$ cat src/rtl/mips_pkg.sv
// Shared definitions for the MIPS core pipeline stages.
package mips_pkg;

  localparam int ADDR_W  = 32;
  localparam int INSTR_W = 32;

  localparam logic [31:0] PC_INC    = 32'd4;
  localparam logic [31:0] INSTR_NOP = 32'h0000_0000;

  // RUN means an instruction response is outstanding on the memory read port
  typedef enum logic {
    IDLE = 1'b0,
    RUN  = 1'b1
  } fetch_state_t;

endpackage

$ cat src/rtl/inst_fetch_unit.sv
// Fetch stage: owns the PC, drives instruction memory, presents {instr, pc, pc+4} to decode.
// Latency: 1 cycle from address issue (or redirect) to if_valid.
// Backpressure: stall holds the response by re-reading the same address; no skid buffer.
module inst_fetch_unit #(
  parameter int                      ADDR_W   = mips_pkg::ADDR_W,
  parameter int                      INSTR_W  = mips_pkg::INSTR_W,
  parameter logic [ADDR_W-1:0]       RESET_PC = '0
) (
  input  logic                       clk,
  input  logic                       rst_n,
  input  logic                       fetch_en,
  input  logic                       stall,
  input  logic                       redirect_valid,
  input  logic [ADDR_W-1:0]          redirect_pc,
  output logic [ADDR_W-1:0]          imem_addr,
  input  logic [INSTR_W-1:0]         imem_rdata,
  output logic                       if_valid,
  output logic [INSTR_W-1:0]         if_instr,
  output logic [ADDR_W-1:0]          if_pc,
  output logic [ADDR_W-1:0]          if_pc_plus4,
  output logic                       align_err,
  output logic [31:0]                fetch_count
);

  import mips_pkg::*;

  localparam logic [ADDR_W-1:0] PC_STEP = ADDR_W'(PC_INC);

  fetch_state_t      state_q;
  logic [ADDR_W-1:0] pc_q;
  logic [ADDR_W-1:0] rsp_pc_q;
  logic [ADDR_W-1:0] redirect_tgt;
  logic              rsp_valid_q;
  logic              hold;
  logic              transfer;

  assign rsp_valid_q  = (state_q == RUN);
  assign redirect_tgt = {redirect_pc[ADDR_W-1:2], 2'b00};
  assign hold         = rsp_valid_q & stall & ~redirect_valid;
  assign transfer     = rsp_valid_q & ~stall;

  always_comb begin
    imem_addr = pc_q;
    if (redirect_valid)
      imem_addr = redirect_tgt;
    else if (hold)
      imem_addr = rsp_pc_q;
  end

  // Redirect wins over stall; a held or in-flight instruction is simply dropped.
  always_ff @(posedge clk or negedge rst_n) begin
    if (!rst_n) begin
      state_q  <= IDLE;
      pc_q     <= RESET_PC;
      rsp_pc_q <= RESET_PC;
    end else if (redirect_valid) begin
      if (fetch_en) begin
        state_q  <= RUN;
        rsp_pc_q <= redirect_tgt;
        pc_q     <= redirect_tgt + PC_STEP;
      end else begin
        state_q  <= IDLE;
        pc_q     <= redirect_tgt;
      end
    end else if (hold) begin
      state_q  <= state_q;
    end else if (fetch_en) begin
      state_q  <= RUN;
      rsp_pc_q <= pc_q;
      pc_q     <= pc_q + PC_STEP;
    end else begin
      state_q  <= IDLE;
    end
  end

  always_ff @(posedge clk or negedge rst_n) begin
    if (!rst_n) begin
      align_err   <= 1'b0;
      fetch_count <= '0;
    end else begin
      align_err <= redirect_valid & (|redirect_pc[1:0]);
      if (transfer)
        fetch_count <= fetch_count + 32'd1;
    end
  end

  assign if_valid    = rsp_valid_q;
  assign if_instr    = imem_rdata;
  assign if_pc       = rsp_pc_q;
  assign if_pc_plus4 = rsp_pc_q + PC_STEP;

endmodule

$ cat config.mk
export PLATFORM = sky130hd
export DESIGN_NAME = inst_fetch_unit
export DESIGN_NICKNAME = d
export VERILOG_FILES = /design/src/rtl/mips_pkg.sv /design/src/rtl/inst_fetch_unit.sv
export SDC_FILE = /design/constraint.sdc
export NUM_CORES = 1
export LEC_CHECK = 0
export ABC_AREA = 1
export CAP_MARGIN = 20
export CORE_MARGIN = 3
export CORE_UTILIZATION = 44
export CTS_CLUSTER_DIAMETER = 150
export CTS_CLUSTER_SIZE = 10
export DETAILED_ROUTE_END_ITERATION = 8
export HOLD_SLACK_MARGIN = 0.1
export PLACE_DENSITY = 0.83
export SKIP_CTS_REPAIR_TIMING = 1
export SLEW_MARGIN = 30
export SYNTH_ARGS = -nofsm -noshare
export SYNTH_HDL_FRONTEND = slang
export SYNTH_SLANG_ARGS = --single-unit
$ cat constraint.sdc
create_clock -name clk -period 1.7 [get_ports clk]
set_input_delay 0.255 -clock clk [delete_from_list [all_inputs] [get_ports clk]]
set_output_delay 0.255 -clock clk [all_outputs]
set_load 0.01 [all_outputs]
==> results.tsv, run 1 <==
metric	value	unit
Top Layer Used	met4	
Syn Nets	1261	
Die Height	138.0	um
Final Hold Fails	0	
Yosys warnings	0	
Post-Synthesis Cells	1188	
CTS Sinks	95	
skew final	12.64	ps
Crit. End Element	primary output	
Worst VDD drop	0.6307	mV
Worst-path clk slew	80	ps
grt ovf	0	
drt via density	5.879	
largest net degree at the start of global routing	96	
CTS tree	yes	
commonest cells after routing, fill and taps aside	nand2_1 (369), buf_4 (317), nor2_1 (140)	
RSZ-0062 raised after global routing	yes	
antenna cells	0	
Seq cells post-synth	95	
TritonCTS buffer count	9	
Hold Path Class	input port to flip-flop	
number of antenna violations at the first check in global routing	0	
Hold WS	418.3	ps
Max Cap Violations	0	
Synth Cell Area	7671	sq um
slew margin rel.	0.5714	
kind of critical path	flip-flop to primary output	
crit path time final	2375	ps
Ports	231	
setup slack at placement	-650.7	ps
Tot GR Track Use	0.3177	
violated checks	negative setup slack	
Synth top area share	0.3099	
crit start category	flip-flop	
H-tree level count	3	
Seq/Total Area, Yosys	0.3099	
share of layout cells above drive strength 1	0.3394	
Met1 Wirelength	14120	um
Slew Limit Fails	0	
Synth cell types	41	
core region area	16820	sq um
drt wl/cell	20.13	um
Req. time, crit path	1440	ps
Final setup viols	78	
layout net count	1718	
fillers	1148	
top_reg_cell synth	dfrtp_1	
met2 WL post-DR	17510	um
drt first pass iters	6	
Tcrit/Tclk final	1.397	
routed wire length	37640	um
Post-DRT Antenna Nets	0	
clk buf depth	2	
syn_area_per_cell	6.457	sq um
Slew @ Worst Pin	638.0	ps
Root Buffer	clkbuf_16	
RD Place Congestion	1.026	
number of port buffers	166	
DRC Markers	0	
ys async rst share	1.000	
DR vias	10990	
synth top area cells	dfrtp_1 (31%), nand2_1 (19%), nor2_1 (8.1%)	
Met3 Routed Length	3603	um
critical path fanouts, max	3	
vias in the first global route	9396	
status	finished with violations	
Die W	138.0	um
DIE AREA	19060	sq um
CP arrival	2120	ps
Fin Setup TNS	-21040	ps
FP Rows	47	
leakage	0.006438	uW
First DRT Iteration DRCs	1500	
Post-synth EDFFs	0	
leading cell type in the layout, fill and taps excluded	nand2_1	
Initial Util	0.4561	
PwrDens	762.7	nW/um^2
Final HPWL DP	24780	um
cell taking the most area after synthesis	dfrtp_1	
final core utilization	0.7547	
first-pass GRT wire length	49640	um
Worst-Skew Late Latency	360	ps
Syn-to-layout area delta	65.47	%
final worst setup slack	-675.5	ps
Highest Clock Rate	421.0	MHz
-- power breakdown --
| group | internal (uW) | total, uW | switching [uW] | leakage (uW) |
|---|---|---|---|---|
| Sequential | 2600 | 3040 | 437 | 0.00112 |
| Combinational | 2140 | 4520 | 2380 | 0.00517 |
| Clock | 1070 | 2120 | 1050 | 0.000148 |
-- per-stage QoR --
step	cells	instance area, sq um	total power, uW
2_1_floorplan	1188	7702	4569
3_3_place_gp	1797	11480	6947
3_5_place_dp	1797	11480	7046
4_1_cts	1813	11790	9113
5_1_grt	1870	12690	10020
6_report	1870	12690	9681
-- area by class of cell --
cell class                 instances  area, sq um  area share
clock buffer                      10        239.0     0.01883
multi-input combinational        919         4907      0.3866
clock inverter                     6        62.56    0.004929
timing repair buffer             515         4400      0.3467
inverter                         105        406.6     0.03204
tap                              220        275.3     0.02169
sequential                        95         2402      0.1893
-- critical path, stage by stage (launching register included) --
cell and delay (ps):
dfrtp_1 430, ha_4 180, inv_4 40, nor3_4 150, nand2_2 100, nor3_4 240
buf_6 130, nand4_1 120, xor2_2 200, buf_2 140
-- state kept, by name, indices dropped and copies added, names as in the netlist --
signal,flops
if_pc,31
align_err,1
fetch_count,32
if_valid,1
pc_q,30
-- synthesized netlist by cell type, types with 4 or more instances --
| cell type | n |
|---|---|
| nand2_1 | 389 |
| buf_4 | 37 |
| nand3b_1 | 11 |
| inv_2 | 4 |
| nand3_1 | 79 |
| inv_1 | 101 |
| clkbuf_1 | 14 |
| o21ai_0 | 29 |
| a21oi_1 | 17 |
| ha_1 | 4 |
| o211ai_1 | 31 |
| buf_2 | 13 |
| nor2_4 | 5 |
| dfrtp_1 | 95 |
| a31oi_1 | 32 |
| xnor2_1 | 21 |
| xor2_1 | 42 |
| nand4_1 | 26 |
| nor3_1 | 31 |
| buf_1 | 5 |
| o22ai_1 | 4 |
| nand2_2 | 4 |
| nor2_1 | 166 |
-- logic make-up (layout without fill, tap and decap cells) --
group           after synthesis  count (layout)  synth area share
compound gates              122             122           0.09852
simple gates                730             730            0.4078
flops                        95              95            0.3099
buf+inv                     174             636            0.1054
fa+ha+maj                     4               4          0.006524
xor+xnor                     63              63           0.07193
-- layer usage --
layer | GRT usage | up-vias
li1 | - | 4741
met1 | 0.4279 | 5149
met2 | 0.5375 | 878
met3 | 0.04109 | 225
met4 | 0.09412 | 0
met5 | 0 | -
-- path summary, 6_finish.rpt --
path | startpoint | to | slack (ps) | cells past startpoint
setup / recovery | if_pc[3] | if_pc_plus4[30] | -680 | 9
hold / removal | redirect_pc[6] | if_pc[6] | 420 | 3
setup reg to reg | pc_q[13] | pc_q[26] | -140 | 10
hold reg to reg | fetch_count[20] | fetch_count[20] | 540 | 1
max in group asynchronous | rst_n | if_pc[22] | 740 | 3
min in group asynchronous | rst_n | fetch_count[14] | 490 | 3
Power figures use the tool's default switching activity.
==> inputs of run 2 (changes only) <==
--- a/config.mk
+++ b/config.mk
@@ -8,12 +8,13 @@
 export ABC_AREA = 1
 export CAP_MARGIN = 20
 export CORE_MARGIN = 3
-export CORE_UTILIZATION = 44
+export CORE_UTILIZATION = 59
 export CTS_CLUSTER_DIAMETER = 150
 export CTS_CLUSTER_SIZE = 10
 export DETAILED_ROUTE_END_ITERATION = 8
+export DONT_BUFFER_PORTS = 1
 export HOLD_SLACK_MARGIN = 0.1
-export PLACE_DENSITY = 0.83
+export PLACE_DENSITY = 0.82
 export SKIP_CTS_REPAIR_TIMING = 1
 export SLEW_MARGIN = 30
 export SYNTH_ARGS = -nofsm -noshare
==> results.tsv, run 2 (synthesis gave the netlist of run 1 again) <==
metric	value	unit
routed wire length	31790	um
slew margin rel.	0.6572	
number of port buffers	0	
FP Rows	41	
share of layout cells above drive strength 1	0.2500	
register area	2396	sq um
leakage	0.004540	uW
number of flip-flops in the largest register	32	
violated checks	design-rule violations, negative hold slack, negative setup slack	
Crit. End Element	primary output	
R2R Setup Slk	-150	ps
status	finished with violations	
H-tree level count	3	
kind of critical path	flip-flop to primary output	
Worst R2R End	fetch_count[18]	
CTS tree	yes	
fillers	784	
commonest cells after routing, fill and taps aside	nand2_1 (365), buf_4 (158), nor2_1 (144)	
Worst VDD drop	0.6149	mV
r2r startpoint	if_valid	
layout net count	1392	
DR vias	9546	
largest net degree at the start of global routing	96	
setup slack at placement	-77.61	ps
Hold Path Class	input port to asynchronous set/reset pin	
Slew @ Worst Pin	506.2	ps
area of the multi-input gates	5022	sq um
clk buf depth	2	
Die Height	120.0	um
PwrDens	834.6	nW/um^2
Fin Setup TNS	-14880	ps
core region area	12670	sq um
Hold WS	-413.0	ps
Worst Reg-to-Reg Cells	9	
CP arrival	2150	ps
crit start category	flip-flop	
number of antenna violations at the first check in global routing	0	
TritonCTS buffer count	9	
final worst setup slack	-708.4	ps
Highest Clock Rate	415.2	MHz
CTS Sinks	95	
RSZ-0062 raised after global routing	yes	
drt via density	6.381	
DRC Markers	2	
drt wl/cell	21.25	um
Req. time, crit path	1440	ps
critical path fanouts, max	3	
Post-DRT Antenna Nets	0	
largest reg by FF count	fetch_count	
Die W	120.0	um
leading cell type in the layout, fill and taps excluded	nand2_1	
drt first pass iters	9	
grt ovf	0	
Placed Area	8572	sq um
Final setup viols	64	
Max Cap Violations	0	
Tot GR Track Use	0.3499	
Final Hold Fails	95	
Ports	231	
crit path time final	2408	ps
Initial Util	0.6054	
Worst-path clk slew	70	ps
skew final	10.67	ps
Final Instance Area	9946	sq um
Syn-to-layout area delta	29.65	%
RD Place Congestion	0.9766	
vias in the first global route	7645	
Root Buffer	clkbuf_16	
First DRT Iteration DRCs	1711	
Worst-Skew Late Latency	370	ps
total power	8300	uW
Tcrit/Tclk final	1.417	
DIE AREA	14410	sq um
Slew Limit Fails	0	
first-pass GRT wire length	39710	um
Final HPWL DP	19740	um
antenna cells	0	
run 2: worst max-delay path by stage:
| stage | from | end | slack, ps | cells past startpoint |
|---|---|---|---|---|
| CTS | if_pc[6] | if_pc_plus4[27] | -460 | 8 |
| global placement | if_pc[2] | if_pc_plus4[20] | -30 | 8 |
| finish | if_pc[3] | if_pc_plus4[24] | -710 | 7 |
| detailed placement | if_pc[2] | if_pc_plus4[20] | -80 | 8 |
| global route | if_pc[2] | if_pc_plus4[24] | -730 | 7 |
| floorplan | if_pc[3] | if_pc_plus4[20] | -130 | 8 |
run 2: metrics by stage:
step | utilization | hold slack [ps] | std cells
finish | 0.7849 | -413.0 | 1496
global route | 0.7849 | -415.4 | 1496
CTS | 0.6991 | -417.1 | 1446
detailed placement | 0.6765 | -39.01 | 1430
global placement | 0.6765 | -39.13 | 1430
floorplan | - | -40.59 | 1188
run 2: layout make-up:
cell class	count	share of cell area
sequential	95	0.2409
inverter	105	0.04164
clock buffer	9	0.02264
clock inverter	7	0.006164
multi-input combinational	919	0.5050
tap	172	0.02164
timing repair buffer	189	0.1620
run 2: metal layers:
layer / share of wire / global-route usage / vias up
met5: 0 / 0 / -
met3: 0.14 / 0.07163 / 255
met4: 0.074 / 0.1288 / 0
li1: - / - / 4089
met1: 0.35 / 0.4892 / 4302
met2: 0.44 / 0.5385 / 900
run 2: worst max-delay path: stages, from the launching register on:
cell,delay [ps]
dfrtp_1,390
ha_2,210
inv_2,60
buf_4,140
nor4_1,370
buf_4,240
nand4_1,160
xnor2_2,220
run 2: power breakdown:
| part | internal [uW] | switching [uW] |
|---|---|---|
| Clock | 1020 | 1020 |
| Sequential | 2600 | 446 |
| Combinational | 1270 | 1940 |
